<file path="src/rtl/iic_cmd_sched_if.sv">
// iic_cmd_sched_if: requester handshake plus iic_top register-port bundle for the command scheduler
interface iic_cmd_sched_if #(parameter int NREQ = 2);
  logic [NREQ-1:0] req_valid;
  logic [7*NREQ-1:0] req_addr;
  logic [8*NREQ-1:0] req_data;
  logic [NREQ-1:0] req_ready;
  logic [NREQ-1:0] rsp_valid;
  logic [1:0] rsp_status;
  logic busy;
  logic [1:0] m_adr;
  logic [7:0] m_wdata;
  logic m_cs;
  logic m_next;
  logic [7:0] m_rdata;
  modport slave (
    input req_valid, req_addr, req_data, m_rdata,
    output req_ready, rsp_valid, rsp_status, busy, m_adr, m_wdata, m_cs, m_next
  );
  modport master (
    output req_valid, req_addr, req_data, m_rdata,
    input req_ready, rsp_valid, rsp_status, busy, m_adr, m_wdata, m_cs, m_next
  );
endinterface

</file>
<file path="src/rtl/iic_cmd_sched.sv">
// iic_cmd_sched: round-robin scheduler running single-byte I2C writes through the iic_top register port
module iic_cmd_sched #(
  parameter int NREQ = 2,
  parameter int TO_CYC = 4095
) (
  input logic clk,
  input logic rst,
  iic_cmd_sched_if.slave bus
);
  typedef enum logic [3:0] {IDLE, LD_ADR, LD_CTR, WT_ACK1, LD_DAT, NXT, WT_ACK2, STOP, WT_AVL, RSP} state_t;
  localparam logic [11:0] TO_LAST = 12'(TO_CYC - 1);
  localparam logic [2:0] N3 = 3'(NREQ);
  state_t state, nxt;
  logic [1:0] last, nlast, gnt, st, nst;
  logic [6:0] addr, naddr, ga;
  logic [7:0] data, ndata, gd;
  logic [11:0] cnt;
  logic [3:0] v4;
  logic [2:0] s;
  logic seen, hit, wt, rd_ok, tmo;
  assign v4 = 4'(bus.req_valid);
  assign wt = state == WT_ACK1 || state == WT_ACK2 || state == WT_AVL;
  assign rd_ok = cnt != 12'd0;
  assign tmo = cnt == TO_LAST;
  always_comb begin
    hit = 1'b0;
    gnt = last;
    s = '0;
    for (int k = NREQ; k >= 1; k--) begin
      s = {1'b0, last} + 3'(k);
      s = s >= N3 ? s - N3 : s;
      if (v4[s[1:0]]) begin
        hit = 1'b1;
        gnt = s[1:0];
      end
    end
  end
  always_comb begin
    ga = '0;
    gd = '0;
    for (int k = 0; k < NREQ; k++)
      if (gnt == 2'(k)) begin
        ga = bus.req_addr[7*k +: 7];
        gd = bus.req_data[8*k +: 8];
      end
  end
  always_comb begin
    nxt = state;
    nst = st;
    nlast = last;
    naddr = addr;
    ndata = data;
    case (state)
      IDLE: if (hit) begin
        nxt = LD_ADR;
        nst = 2'b00;
        nlast = gnt;
        naddr = ga;
        ndata = gd;
      end
      LD_ADR: nxt = LD_CTR;
      LD_CTR: nxt = WT_ACK1;
      WT_ACK1:
        if (rd_ok && bus.m_rdata == 8'h08) nxt = LD_DAT;
        else if (rd_ok && bus.m_rdata == 8'h0C) begin
          nxt = STOP;
          nst = 2'b01;
        end else if (tmo) begin
          nxt = STOP;
          nst = 2'b10;
        end
      LD_DAT: nxt = NXT;
      NXT: nxt = WT_ACK2;
      WT_ACK2:
        if (rd_ok && bus.m_rdata == 8'h0C) begin
          nxt = STOP;
          nst = 2'b01;
        end else if (rd_ok && seen && bus.m_rdata == 8'h08) nxt = STOP;
        else if (tmo) begin
          nxt = STOP;
          nst = 2'b10;
        end
      STOP: nxt = WT_AVL;
      WT_AVL:
        if (rd_ok && bus.m_rdata == 8'h00) nxt = RSP;
        else if (tmo) begin
          nxt = RSP;
          nst = st == 2'b01 ? 2'b01 : 2'b10;
        end
      RSP: nxt = IDLE;
      default: nxt = IDLE;
    endcase
  end
  always_ff @(posedge clk) begin
    if (rst) begin
      state <= IDLE;
      last <= 2'(NREQ - 1);
      addr <= '0;
      data <= '0;
      st <= 2'b00;
      cnt <= '0;
      seen <= 1'b0;
      bus.req_ready <= '0;
      bus.rsp_valid <= '0;
      bus.rsp_status <= 2'b00;
      bus.busy <= 1'b0;
      bus.m_adr <= 2'b10;
      bus.m_wdata <= 8'h00;
      bus.m_cs <= 1'b0;
      bus.m_next <= 1'b0;
    end else begin
      state <= nxt;
      last <= nlast;
      addr <= naddr;
      data <= ndata;
      st <= nst;
      cnt <= (nxt == state && wt) ? cnt + 12'd1 : '0;
      seen <= nxt == state && (seen || (rd_ok && bus.m_rdata != 8'h08));
      bus.req_ready <= (state == IDLE && hit) ? NREQ'(1) << gnt : '0;
      bus.rsp_valid <= nxt == RSP ? NREQ'(1) << last : '0;
      bus.rsp_status <= nxt == RSP ? nst : 2'b00;
      bus.busy <= nxt != IDLE;
      bus.m_cs <= nxt != IDLE;
      bus.m_next <= nxt == NXT;
      bus.m_adr <= (nxt == LD_ADR || nxt == LD_DAT) ? 2'b00 : (nxt == LD_CTR || nxt == STOP) ? 2'b11 : 2'b10;
      bus.m_wdata <= nxt == LD_ADR ? {naddr, 1'b0} : nxt == LD_CTR ? 8'h03 : nxt == LD_DAT ? ndata :
                     nxt == STOP ? 8'h01 : 8'h00;
    end
  end
endmodule

</file>
<file path="src/flat_wrapper.sv">
// flat-port wrapper written by rule: the top's interface ports become plain ports
module iic_cmd_sched_flat 
#(
  parameter int NREQ = 2,
  parameter int TO_CYC = 4095
)
  (clk, rst, bus_req_valid, bus_req_addr, bus_req_data, bus_m_rdata, bus_req_ready, bus_rsp_valid, bus_rsp_status, bus_busy, bus_m_adr, bus_m_wdata, bus_m_cs, bus_m_next);
  iic_cmd_sched_if #(.NREQ(NREQ)) bus_i ();
  input logic clk;
  input logic rst;
  input wire logic [$bits(bus_i.req_valid)-1:0] bus_req_valid;
  input wire logic [$bits(bus_i.req_addr)-1:0] bus_req_addr;
  input wire logic [$bits(bus_i.req_data)-1:0] bus_req_data;
  input wire logic [$bits(bus_i.m_rdata)-1:0] bus_m_rdata;
  output wire logic [$bits(bus_i.req_ready)-1:0] bus_req_ready;
  output wire logic [$bits(bus_i.rsp_valid)-1:0] bus_rsp_valid;
  output wire logic [$bits(bus_i.rsp_status)-1:0] bus_rsp_status;
  output wire logic [$bits(bus_i.busy)-1:0] bus_busy;
  output wire logic [$bits(bus_i.m_adr)-1:0] bus_m_adr;
  output wire logic [$bits(bus_i.m_wdata)-1:0] bus_m_wdata;
  output wire logic [$bits(bus_i.m_cs)-1:0] bus_m_cs;
  output wire logic [$bits(bus_i.m_next)-1:0] bus_m_next;
  assign bus_i.req_valid = bus_req_valid;
  assign bus_i.req_addr = bus_req_addr;
  assign bus_i.req_data = bus_req_data;
  assign bus_i.m_rdata = bus_m_rdata;
  assign bus_req_ready = bus_i.req_ready;
  assign bus_rsp_valid = bus_i.rsp_valid;
  assign bus_rsp_status = bus_i.rsp_status;
  assign bus_busy = bus_i.busy;
  assign bus_m_adr = bus_i.m_adr;
  assign bus_m_wdata = bus_i.m_wdata;
  assign bus_m_cs = bus_i.m_cs;
  assign bus_m_next = bus_i.m_next;
  iic_cmd_sched #(.NREQ(NREQ), .TO_CYC(TO_CYC)) u_core (.clk(clk), .rst(rst), .bus(bus_i));
endmodule
</file>
<file path="config.mk">
export PLATFORM = sky130hd
export DESIGN_NAME = iic_cmd_sched_flat
export DESIGN_NICKNAME = d
export VERILOG_FILES = /design/src/rtl/iic_cmd_sched_if.sv /design/src/rtl/iic_cmd_sched.sv /design/src/flat_wrapper.sv
export SDC_FILE = /design/constraint.sdc
export NUM_CORES = 1
export LEC_CHECK = 0
export CAP_MARGIN = 20
export CORE_ASPECT_RATIO = 1.75
export CORE_UTILIZATION = 40
export CTS_CLUSTER_SIZE = 10
export DETAILED_ROUTE_END_ITERATION = 16
export GPL_TIMING_DRIVEN = 0
export PLACE_DENSITY = 0.73
export RECOVER_POWER = 100
export SETUP_SLACK_MARGIN = 0.3
export SYNTH_ARGS = -nofsm -noshare
export SYNTH_HDL_FRONTEND = slang
export SYNTH_SLANG_ARGS = --single-unit
</file>
<file path="constraint.sdc">
create_clock -name clk -period 2.45 [get_ports clk]
set_clock_uncertainty 0.1 [all_clocks]
set_input_delay 0.6125 -clock clk [delete_from_list [all_inputs] [get_ports clk]]
set_output_delay 0.6125 -clock clk [all_outputs]
set_load 0.02 [all_outputs]
</file>
# Word-level counts from Yosys, hierarchy flattened
# Index checks and enable logic that the tools add are counted.
dict set report totals {
  in_bits 42
  elab_cells 119
  ram_bits 0
  latchBits 0
  mem_bits_ro 0
  regBits 54
  n_memories 0
}
dict set report classes {
  n_div 0
  shift 2
  n_reduce_logical 25
  n_bitwise 3
  n_mux 43
  n_eq_ne 21
  mul 0
  addsub 5
  order_cmp 4
}
# op count
set op_table {}
lappend op_table {{8-bit 2-to-1 mux} 7}
lappend op_table {{4-bit one-hot mux with 9 select lines} 1}
lappend op_table {{4-bit 2-to-1 mux} 8}
lappend op_table {{4-bit by 3-bit == test with 1-bit output, second input constant} 7}
lappend op_table {{2-bit 2-to-1 mux} 14}
lappend op_table {{7-bit 2-to-1 mux} 4}
lappend op_table {{8-bit by 4-bit == test with 1-bit output, second input constant} 2}
lappend op_table {{12-bit by 1-bit adder with 12-bit output, second input constant} 1}
lappend op_table {{12-bit == test, second input constant} 1}
lappend op_table {{4-bit by 2-bit == test with 1-bit output, second input constant} 3}
lappend op_table {{12-bit nonzero test} 1}
lappend op_table {{2-bit OR reduction} 5}
lappend op_table {{1-bit logical AND} 9}
lappend op_table {{4-bit by 1-bit == test with 1-bit output, second input constant} 2}
lappend op_table {{4-bit == test, second input constant} 2}
lappend op_table {{8-bit zero test} 1}
lappend op_table {{8-bit by 4-bit != test with 1-bit output, second input constant} 1}
lappend op_table {{2-bit one-hot mux with 4 select lines} 1}
lappend op_table {{3-bit by 2-bit >= comparator with 1-bit output, second input constant} 2}
lappend op_table {{2-bit by 3-bit less-than comparator with 1-bit output, second input constant} 2}
lappend op_table {{1-bit 2-to-1 mux} 6}
lappend op_table {{1-bit logical OR} 5}
lappend op_table {{1-bit binary-select mux with 2-bit select} 2}
lappend op_table {{2-bit by 1-bit == test with 1-bit output, second input constant} 2}
lappend op_table {{10 further kinds} 14}

# Longest topological paths before layout
# Gate-level depths: netlist (run 1).
dict set report depth {
  word_depth 15
  mapped_depth 10
  ltp_nobuf 9
}

# Least setup slack after synthesis (run 1)
# No wires, ideal clock.
dict set report synth_timing {
  path_type {input port to flip-flop}
  startpoint {input bus_m_rdata[1]}
  endpoint {register u_core.bus.m_adr[1]}
  t_arrival_ps 2113
  path_slack_ps 123
  setup_ps 114
  stages 7
  t_required_ps 2236
  n_path_buf 0
  path_cell_list {nor4_2 nand3_1 nand2b_1 a22oi_2 nor3b_2 nand2_1 a21o_1}
}
dict set report synth_via {
  elab_chain_len 8
}
# element line_no
set synth_lines {}
lappend synth_lines {{start: declaration} flat_wrapper.sv:14} ;# input wire logic [$bits(bus_i.m_rdata)-1:0] bus_m_rdata;
lappend synth_lines {{8-bit by 4-bit == test with 1-bit output (on tied branches)} n/a}
lappend synth_lines {{1-bit logical AND (on tied branches)} {iic_cmd_sched.sv:78, iic_cmd_sched.sv:65, iic_cmd_sched.sv:75}}
lappend synth_lines {{4-bit 2-to-1 mux (on tied branches)} {iic_cmd_sched.sv:78, iic_cmd_sched.sv:65}}
lappend synth_lines {{4-bit 2-to-1 mux (on tied branches)} {iic_cmd_sched.sv:75, iic_cmd_sched.sv:64}}
lappend synth_lines {{4-bit one-hot mux with 9 select lines *} iic_cmd_sched.sv:53} ;# case (state)
lappend synth_lines {{4-bit by 1-bit == test with 1-bit output or 4-bit by 3-bit == test with 1-bit output (tied branches)} iic_cmd_sched.sv:125} ;# bus.m_adr <= (nxt == LD_ADR || nxt == LD_DAT) ? 2'b00 : (nxt == LD_CTR || nxt == STOP) ? 2'b11 : 2'b10;
lappend synth_lines {{1-bit logical OR *} iic_cmd_sched.sv:125}
lappend synth_lines {{2-bit 2-to-1 mux *} iic_cmd_sched.sv:125}
lappend synth_lines {{end signal: assignment} iic_cmd_sched.sv:125}
lappend synth_lines {{end: declaration} iic_cmd_sched_if.sv:17} ;# output req_ready, rsp_valid, rsp_status, busy, m_adr, m_wdata, m_cs, m_next
# Mark *: on every way between the ends. The rest lies on a longest branch, timed or not.
# A chain may end at the register's enable or synchronous reset.

# Final worst setup path (run 1)
dict set report layout_timing {
  startpoint {register u_core.cnt[0]}
  endpoint {register u_core.bus.m_adr[1]}
}
dict set report layout_via {
  elab_chain_len 9
}
# element line_no
set layout_lines {}
lappend layout_lines {{start: declaration} iic_cmd_sched.sv:17} ;# logic [11:0] cnt;
lappend layout_lines {{start signal: assignment} iic_cmd_sched.sv:117} ;# cnt <= (nxt == state && wt) ? cnt + 12'd1 : '0;
lappend layout_lines {{12-bit nonzero test} iic_cmd_sched.sv:23} ;# assign rd_ok = cnt != 12'd0;
lappend layout_lines {{1-bit logical AND (2 in series)} iic_cmd_sched.sv:78} ;# end else if (rd_ok && seen && bus.m_rdata == 8'h08) nxt = STOP;
lappend layout_lines {{4-bit 2-to-1 mux} iic_cmd_sched.sv:78}
lappend layout_lines {{4-bit 2-to-1 mux} iic_cmd_sched.sv:75} ;# if (rd_ok && bus.m_rdata == 8'h0C) begin
lappend layout_lines {{4-bit one-hot mux with 9 select lines *} iic_cmd_sched.sv:53}
lappend layout_lines {{4-bit by 1-bit == test with 1-bit output or 4-bit by 3-bit == test with 1-bit output (tied branches)} iic_cmd_sched.sv:125}
lappend layout_lines {{1-bit logical OR *} iic_cmd_sched.sv:125}
lappend layout_lines {{2-bit 2-to-1 mux *} iic_cmd_sched.sv:125}
# Marked as above.

==> results of run 1 <==
==> cells in the final DEF, fill, tap and decap left out, types with 3 or more instances in the layout <==
cell and instances:
sky130_fd_sc_hd__dfxtp_2 3, sky130_fd_sc_hd__xor2_1 8, sky130_fd_sc_hd__a211oi_1 8, sky130_fd_sc_hd__nor2b_1 5
sky130_fd_sc_hd__buf_2 3, sky130_fd_sc_hd__dlygate4sd3_1 19, sky130_fd_sc_hd__clkdlybuf4s50_1 30, sky130_fd_sc_hd__nand3_1 9
sky130_fd_sc_hd__nor2_2 4, sky130_fd_sc_hd__inv_1 5, sky130_fd_sc_hd__nand2b_1 3, sky130_fd_sc_hd__clkbuf_1 7
sky130_fd_sc_hd__clkbuf_8 5, sky130_fd_sc_hd__nand2_1 9, sky130_fd_sc_hd__clkbuf_2 6, sky130_fd_sc_hd__dlygate4sd2_1 3
sky130_fd_sc_hd__dfxtp_1 44, sky130_fd_sc_hd__buf_6 6, sky130_fd_sc_hd__a21oi_1 8, sky130_fd_sc_hd__nor4_4 3
sky130_fd_sc_hd__nor3_1 12, sky130_fd_sc_hd__and2_1 3, sky130_fd_sc_hd__nor3b_1 4, sky130_fd_sc_hd__o21ai_0 5
sky130_fd_sc_hd__and3_1 3, sky130_fd_sc_hd__nor2_1 37, sky130_fd_sc_hd__a221oi_1 3, sky130_fd_sc_hd__buf_4 12
sky130_fd_sc_hd__a22oi_1 13
==> where the power goes <==
part / total [mW] / switching [mW] / leakage [nW] / internal [mW]
Combinational: 0.549 / 0.300 / 0.885 / 0.249
Clock: 0.488 / 0.282 / 0.0447 / 0.206
Sequential: 0.875 / 0.0223 / 0.403 / 0.852
Total: 1.91 / 0.604 / 1.33 / 1.31
==> path summary, 6_finish.rpt <==
path | from | endpoint | depth (start not counted)
setup / recovery | u_core.cnt[0] | u_core.bus.m_adr[1] | 10
hold / removal | u_core.last[1] | u_core.bus.rsp_valid[0] | 1
setup reg to reg | u_core.cnt[0] | u_core.bus.m_adr[1] | 10
hold reg to reg | u_core.last[1] | u_core.bus.rsp_valid[0] | 1
==> cells by family (layout without fill, tap and decap cells) <==
family	count (synthesis)	in the layout	synth area share (%)
xor+xnor	10	10	3.74
flops	49	49	41.8
simple gates	114	114	26.9
compound gates	66	66	21.1
buf+inv	25	105	4.75
fa+ha+maj	3	3	1.60
==> layout make-up <==
| class | instances | area (um2) |
|---|---|---|
| flip-flops and latches | 49 | 992 |
| repair buffers | 72 | 676 |
| plain buffers | 18 | 105 |
| clock inverters | 3 | 25.0 |
| clock buffers | 5 | 68.8 |
| inverters | 7 | 28.8 |
| multi-input cells | 193 | 1440 |
| fillers | 516 | 2150 |
| well taps | 76 | 95.1 |
==> flip-flops by register name, indices dropped and copies added, names as in the netlist, 2 cells and up <==
signal,cells
u_core.st,2
u_core.last,2
u_core.bus.m_wdata,8
u_core.bus.rsp_status,2
u_core.addr,2
u_core.cnt,12
u_core.bus.req_ready,2
u_core.data,8
u_core.bus.rsp_valid,2
u_core.state,4
u_core.bus.m_adr,2
==> metal layers <==
metal | share of wire [%] | vias up
met5 | 0 | -
met4 | 3.1 | 0
met3 | 4.6 | 19
met2 | 57 | 82
met1 | 35 | 1068
li1 | - | 1130
==> repair_timing <==
action,CTS,global route
hold endpoints to repair,0,0
pin swaps,20,9
setup buffers,7,5
resized for setup,66,27
cloned,1,0
setup endpoints to repair,46,33
==> stage by stage <==
step	worst slack, ps	hold WS (ps)	total power, mW	utilization (%)	instance area [um2]
floorplan	243	326	1.19	-	2370
global placement	-569	350	1.37	54.7	3050
detailed placement	-610	360	1.38	54.7	3050
CTS	240	396	1.92	60.7	3390
global route	79.3	390	2.02	61.4	3430
finish	208	371	1.91	61.4	3430
==> impl_metrics.env, run 1 <==
export IMPL_peak_clock_frequency_supported_by_timing_ghz=0.446
export IMPL_antenna_diode_count=0
export IMPL_netlist_cell_types=56
export IMPL_grtUsageTotal_pct=23.1
export IMPL_num_nets_final=391
export IMPL_critical_path_slowest_cell="sky130_fd_sc_hd__dfxtp_4"
export IMPL_dp_final_hpwl_mm=4.71
export IMPL_final_cells=423
export IMPL_io_pins=61
export IMPL_timing_critical_path_from_type="flop"
export IMPL_die_area_um2=6180
export IMPL_detailedRoute_firstPassIterationCount=4
export IMPL_cts_hold_buffers=0
export IMPL_timing_max_transition_violations_final=0
export IMPL_wire_per_inst_um=15.7
export IMPL_worst_path_dominant_cell_family="compound AO/OA/AOI/OAI gates"
export IMPL_outcome="finished, final reports clean"
export IMPL_tritoncts_clock_tree="done"
export IMPL_floorplan_core_area_um2=5590
export IMPL_critPathMaxFanout=4
export IMPL_drt_iter0_drc=81
export IMPL_drt_drc_violations_left=0
export IMPL_syn_num_nets=312
export IMPL_syn_area_per_cell_um2=8.78
export IMPL_floorplan_die_height_um=103
export IMPL_synth_top_area_share_pct=41.8
export IMPL_clk_root_buffer_cell="sky130_fd_sc_hd__clkbuf_8"
export IMPL_vias_per_cell=5.43
export IMPL_cpPeakStageDelay_ps=360
export IMPL_worst_r2r_setup_slack_ps=210
export IMPL_layout_drive_gt1_share_pct=23.3
export IMPL_max_slew_margin_pct=62.9
export IMPL_rsz0062_at_grt="yes"
export IMPL_largest_net_degree_at_the_start_of_global_routing=18
export IMPL_syn_to_final_growth_pct=46.4
export IMPL_hold_violations=0
export IMPL_path_clk_slew_ps=90
export IMPL_tightestPinTransition_ps=556
export IMPL_clock_tree_buffer_depth=2
export IMPL_worstPathCellList="inv_4, ha_4, nor3b_4, and3_4, o311ai_4, a22o_4, o22ai_4, clkbuf_4, nand2_2, a21o_1"
export IMPL_antenna_found_initial=0
export IMPL_crit_type="flop to flop"
export IMPL_dp_cells=402
export IMPL_synth_yosys_seq_area_share_pct=41.8
export IMPL_synth_edf_count=0
export IMPL_drv_max_cap_violation_count=0
export IMPL_cts_inserted_buffers=5
export IMPL_proportion_of_register_bits_with_asynchronous_set_or_reset_after_synthesis_pct=0
export IMPL_numPortBuffers=59
export IMPL_ys_seq_elements=49
export IMPL_synth_most_common_cell="sky130_fd_sc_hd__dfxtp_1"
export IMPL_first_global_vias=2353
export IMPL_cellLeakagePower_nw=1.33
export IMPL_crit_path_end_kind="flop"
export IMPL_starting_density_of_the_core_pct=42.0
export IMPL_finalWirelength_mm=6.64
export IMPL_final_min_period_over_clock_period_pct=91.5
export IMPL_globalRouteOverflowTotal=0
export IMPL_htree_num_levels=2
export IMPL_num_rows=36
export IMPL_detail_route_antenna_nets=0
export IMPL_setup_total_negative_slack_ps=0
export IMPL_netlist_top_cell_by_area="sky130_fd_sc_hd__dfxtp_1"
export IMPL_arrival_ps=2350
export IMPL_most_frequent_cells_after_synthesis="sky130_fd_sc_hd__dfxtp_1 (49), sky130_fd_sc_hd__nor2_1 (31), sky130_fd_sc_hd__a22oi_1 (13), sky130_fd_sc_hd__nor3_1 (13), sky130_fd_sc_hd__nand2_1 (11)"
export IMPL_gr_max_usage_layer="met2"
export IMPL_setup_viol=0
export IMPL_synth_area_um2=2340
export IMPL_synthFlopType="sky130_fd_sc_hd__dfxtp_1"
export IMPL_clk_insertion_delay_late_ps=300
export IMPL_path_class_of_the_lowest_slack_min_delay_path="flop to flop"
export IMPL_period_minus_slack_ps=2240
export IMPL_globalRouteMet2Util_pct=44.0
export IMPL_ys_warnings_count=0
export IMPL_pwr_density_cell_nw_per_um2=557
export IMPL_grt_met3_usage_pct=4.73
export IMPL_grt_use_met1_pct=22.9
export IMPL_gp_routability_congestion=0.897
export IMPL_critical_path_n_buffers_inverters=2
export IMPL_synth_area_leaders="sky130_fd_sc_hd__dfxtp_1 (42%), sky130_fd_sc_hd__nor2_1 (5.0%), sky130_fd_sc_hd__a22oi_1 (4.2%)"
export IMPL_wire_length_of_the_first_global_routing_pass_mm=10.8
export IMPL_vdd_ir_drop_max_mv=0.388
export IMPL_synth_cells=267
export IMPL_chipWidth_um=59.9
export IMPL_number_of_sinks_on_the_clock_net=49
export IMPL_routed_via_count=2299
export IMPL_cp_required_ps=2560
Power figures use the tool's default switching activity.
==> run 2: changes to the inputs <==
--- a/config.mk
+++ b/config.mk
@@ -7,8 +7,9 @@
 export LEC_CHECK = 0
 export CAP_MARGIN = 20
 export CORE_ASPECT_RATIO = 1.75
+export CORE_MARGIN = 2
 export CORE_UTILIZATION = 40
-export CTS_CLUSTER_SIZE = 10
+export CTS_CLUSTER_SIZE = 24
 export DETAILED_ROUTE_END_ITERATION = 16
 export GPL_TIMING_DRIVEN = 0
 export PLACE_DENSITY = 0.73
==> impl_metrics.env, run 2 (synthesized netlist as in run 1, its figures left out) <==
export IMPL_reg_top3="u_core.cnt (12), u_core.bus.m_wdata (8), u_core.data (8)"
export IMPL_drv_max_cap_violation_count=0
export IMPL_path_class_of_the_lowest_slack_min_delay_path="flop to flop"
export IMPL_final_cells=425
export IMPL_power_report_internal_total_mw=1.32
export IMPL_critPathMaxFanout=10
export IMPL_num_nets_final=393
export IMPL_tightestPinTransition_ps=616
export IMPL_globalRouteMet2Util_pct=39.4
export IMPL_hold_violations=0
export IMPL_wire_per_inst_um=15.8
export IMPL_cellLeakagePower_nw=1.37
export IMPL_rsz0062_at_grt="yes"
export IMPL_tritoncts_clock_tree="done"
export IMPL_max_slew_margin_pct=59.0
export IMPL_crit_path_end_kind="flop"
export IMPL_final_min_period_over_clock_period_pct=92.4
export IMPL_first_global_vias=2335
export IMPL_worst_slack_setup_final_ps=187
export IMPL_detailedRoute_firstPassIterationCount=4
export IMPL_setup_viol=0
export IMPL_period_minus_slack_ps=2260
export IMPL_timing_max_transition_violations_final=0
export IMPL_grt_met3_usage_pct=2.94
export IMPL_drt_drc_violations_left=0
export IMPL_floorplan_die_height_um=105
export IMPL_globalRouteOverflowTotal=0
export IMPL_clk_insertion_delay_late_ps=310
export IMPL_detail_route_antenna_nets=0
export IMPL_critical_path_n_buffers_inverters=3
export IMPL_p_seq_share_pct=45.0
export IMPL_syn_to_final_growth_pct=49.6
export IMPL_wire_length_of_the_first_global_routing_pass_mm=10.7
export IMPL_arrival_ps=2400
export IMPL_switching_share_pct=32.2
export IMPL_critical_path_slowest_cell="sky130_fd_sc_hd__dlygate4sd2_1"
export IMPL_die_area_um2=6510
export IMPL_outcome="finished, final reports clean"
export IMPL_finalWirelength_mm=6.72
export IMPL_antenna_found_initial=0
export IMPL_p_sw_uw=627
export IMPL_starting_density_of_the_core_pct=41.6
export IMPL_finalPower_mw=1.95
export IMPL_worst_path_dominant_cell_family="buffers and inverters"
export IMPL_pwr_density_cell_nw_per_um2=555
export IMPL_gr_max_usage_layer="met2"
export IMPL_chipWidth_um=61.9
export IMPL_clock_tree_buffer_depth=2
export IMPL_dp_final_hpwl_mm=4.74
export IMPL_peak_clock_frequency_supported_by_timing_ghz=0.442
export IMPL_clockPowerShare_pct=25.9
export IMPL_layout_common_cells="sky130_fd_sc_hd__dfxtp_1 (42), sky130_fd_sc_hd__nor2_1 (33), sky130_fd_sc_hd__clkdlybuf4s50_1 (30)"
export IMPL_cpPeakStageDelay_ps=330
export IMPL_cp_required_ps=2580
export IMPL_vdd_ir_drop_max_mv=0.341
export IMPL_layout_drive_gt1_share_pct=25.5
export IMPL_antenna_diode_count=0
export IMPL_register_ranked_first_by_flip_flop_count="u_core.cnt"
export IMPL_cts_inserted_buffers=5
export IMPL_dp_cells=402
export IMPL_largest_net_degree_at_the_start_of_global_routing=18
export IMPL_routed_via_count=2354
export IMPL_timing_critical_path_from_type="input pin"
export IMPL_floorplan_core_area_um2=5630
export IMPL_htree_num_levels=2
export IMPL_num_rows=36
export IMPL_io_pins=61
export IMPL_clk_root_buffer_cell="sky130_fd_sc_hd__clkbuf_8"
export IMPL_worstPathCellList="dlygate4sd2_1, nor2_1, o21ai_0, and3_1, buf_6, buf_6, nor2_1, a211oi_2, nand4b_1, o31ai_1"
export IMPL_number_of_sinks_on_the_clock_net=49
export IMPL_grt_use_met1_pct=22.8
export IMPL_crit_type="input pin to flop"
export IMPL_drt_iter0_drc=86
export IMPL_gp_routability_congestion=0.871
export IMPL_combinational_group_share_of_total_power_pct=29.1
export IMPL_vias_per_cell=5.54
export IMPL_detailedPlace_worstSlack_ps=-571
export IMPL_grtUsageTotal_pct=21.4
export IMPL_path_clk_slew_ps=100
export IMPL_numPortBuffers=59
export IMPL_largest_reg_flops=12
export IMPL_mostFrequentLayoutCell="sky130_fd_sc_hd__dfxtp_1"
run 2: what timing repair did:
| item | 4_1_cts | 5_1_grt |
|---|---|---|
| pin swaps | 22 | 6 |
| hold buffers | 0 | 0 |
| cloned | 1 | 1 |
| setup endpoints to repair | 45 | 35 |
| setup buffers | 9 | 4 |
| hold endpoints to repair | 0 | 0 |
| gates resized for setup | 58 | 39 |
run 2: path summary, 6_finish.rpt:
path | to | slack, ps | start | cells past startpoint
setup / recovery | u_core.bus.m_wdata[2] | 190 | bus_req_valid[1] | 10
hold / removal | u_core.bus.rsp_valid[0] | 390 | u_core.last[1] | 1
setup reg to reg | u_core.cnt[7] | 190 | u_core.cnt[8] | 8
hold reg to reg | u_core.bus.rsp_valid[0] | 390 | u_core.last[1] | 1
run 2: layout make-up:
| class | instances | area, um2 |
|---|---|---|
| Timing Repair Buffer | 74 | 702 |
| Inverter | 7 | 28.8 |
| Multi-Input combinational cell | 193 | 1480 |
| Fill cell | 497 | 2120 |
| Clock inverter | 3 | 25.0 |
| Tap cell | 76 | 95.1 |
| Buffer | 18 | 111 |
| Sequential cell | 49 | 995 |
| Clock buffer | 5 | 68.8 |
run 2: per-stage QoR:
| stage | instance area, um2 | hold WS [ps] | utilization [%] | TNS (ps) |
|---|---|---|---|---|
| finish | 3510 | 385 | 62.3 | 0 |
| global route | 3510 | 415 | 62.3 | 0 |
| CTS | 3360 | 392 | 59.8 | 0 |
| detailed placement | 3050 | 355 | 54.2 | -15120 |
| global placement | 3050 | 352 | 54.2 | -13560 |
| floorplan | 2370 | 326 | - | 0 |
run 2: power groups by stage:
stage          Clock, mW  Combinational (mW)  Sequential, mW
3_5_place_dp           0               0.485           0.893
2_1_floorplan          0               0.267           0.919
3_3_place_gp           0               0.481           0.893
4_1_cts            0.507               0.540           0.874
5_1_grt            0.545               0.614           0.882
6_report           0.504               0.566           0.875
run 2: per-layer routing:
| metal | routed length (um) | share of wire (%) | vias up |
|---|---|---|---|
| li1 | - | - | 1138 |
| met1 | 2450 | 36 | 1117 |
| met2 | 3770 | 56 | 81 |
| met3 | 280 | 4.2 | 18 |
| met4 | 221 | 3.3 | 0 |
| met5 | 0 | 0 | - |
run 2: worst register-to-register path, cell delays in order, from the launching register on:
cell and delay (ps):
sky130_fd_sc_hd__dfxtp_1 380, sky130_fd_sc_hd__nor4_4 310, sky130_fd_sc_hd__and3_4 300, sky130_fd_sc_hd__o311ai_4 100, sky130_fd_sc_hd__a22o_1 240, sky130_fd_sc_hd__o22ai_2 290, sky130_fd_sc_hd__o2111ai_2 220, sky130_fd_sc_hd__buf_6 200
sky130_fd_sc_hd__nor2_1 80
==> run 3: changes to the inputs <==
--- a/config.mk
+++ b/config.mk
@@ -9,6 +9,7 @@
 export CORE_ASPECT_RATIO = 1.75
 export CORE_MARGIN = 2
 export CORE_UTILIZATION = 40
+export CTS_CLUSTER_DIAMETER = 100
 export CTS_CLUSTER_SIZE = 24
 export DETAILED_ROUTE_END_ITERATION = 16
 export GPL_TIMING_DRIVEN = 0
==> results of run 3 <==
The final DEF is identical to that of run 2; final timing and power are the same.
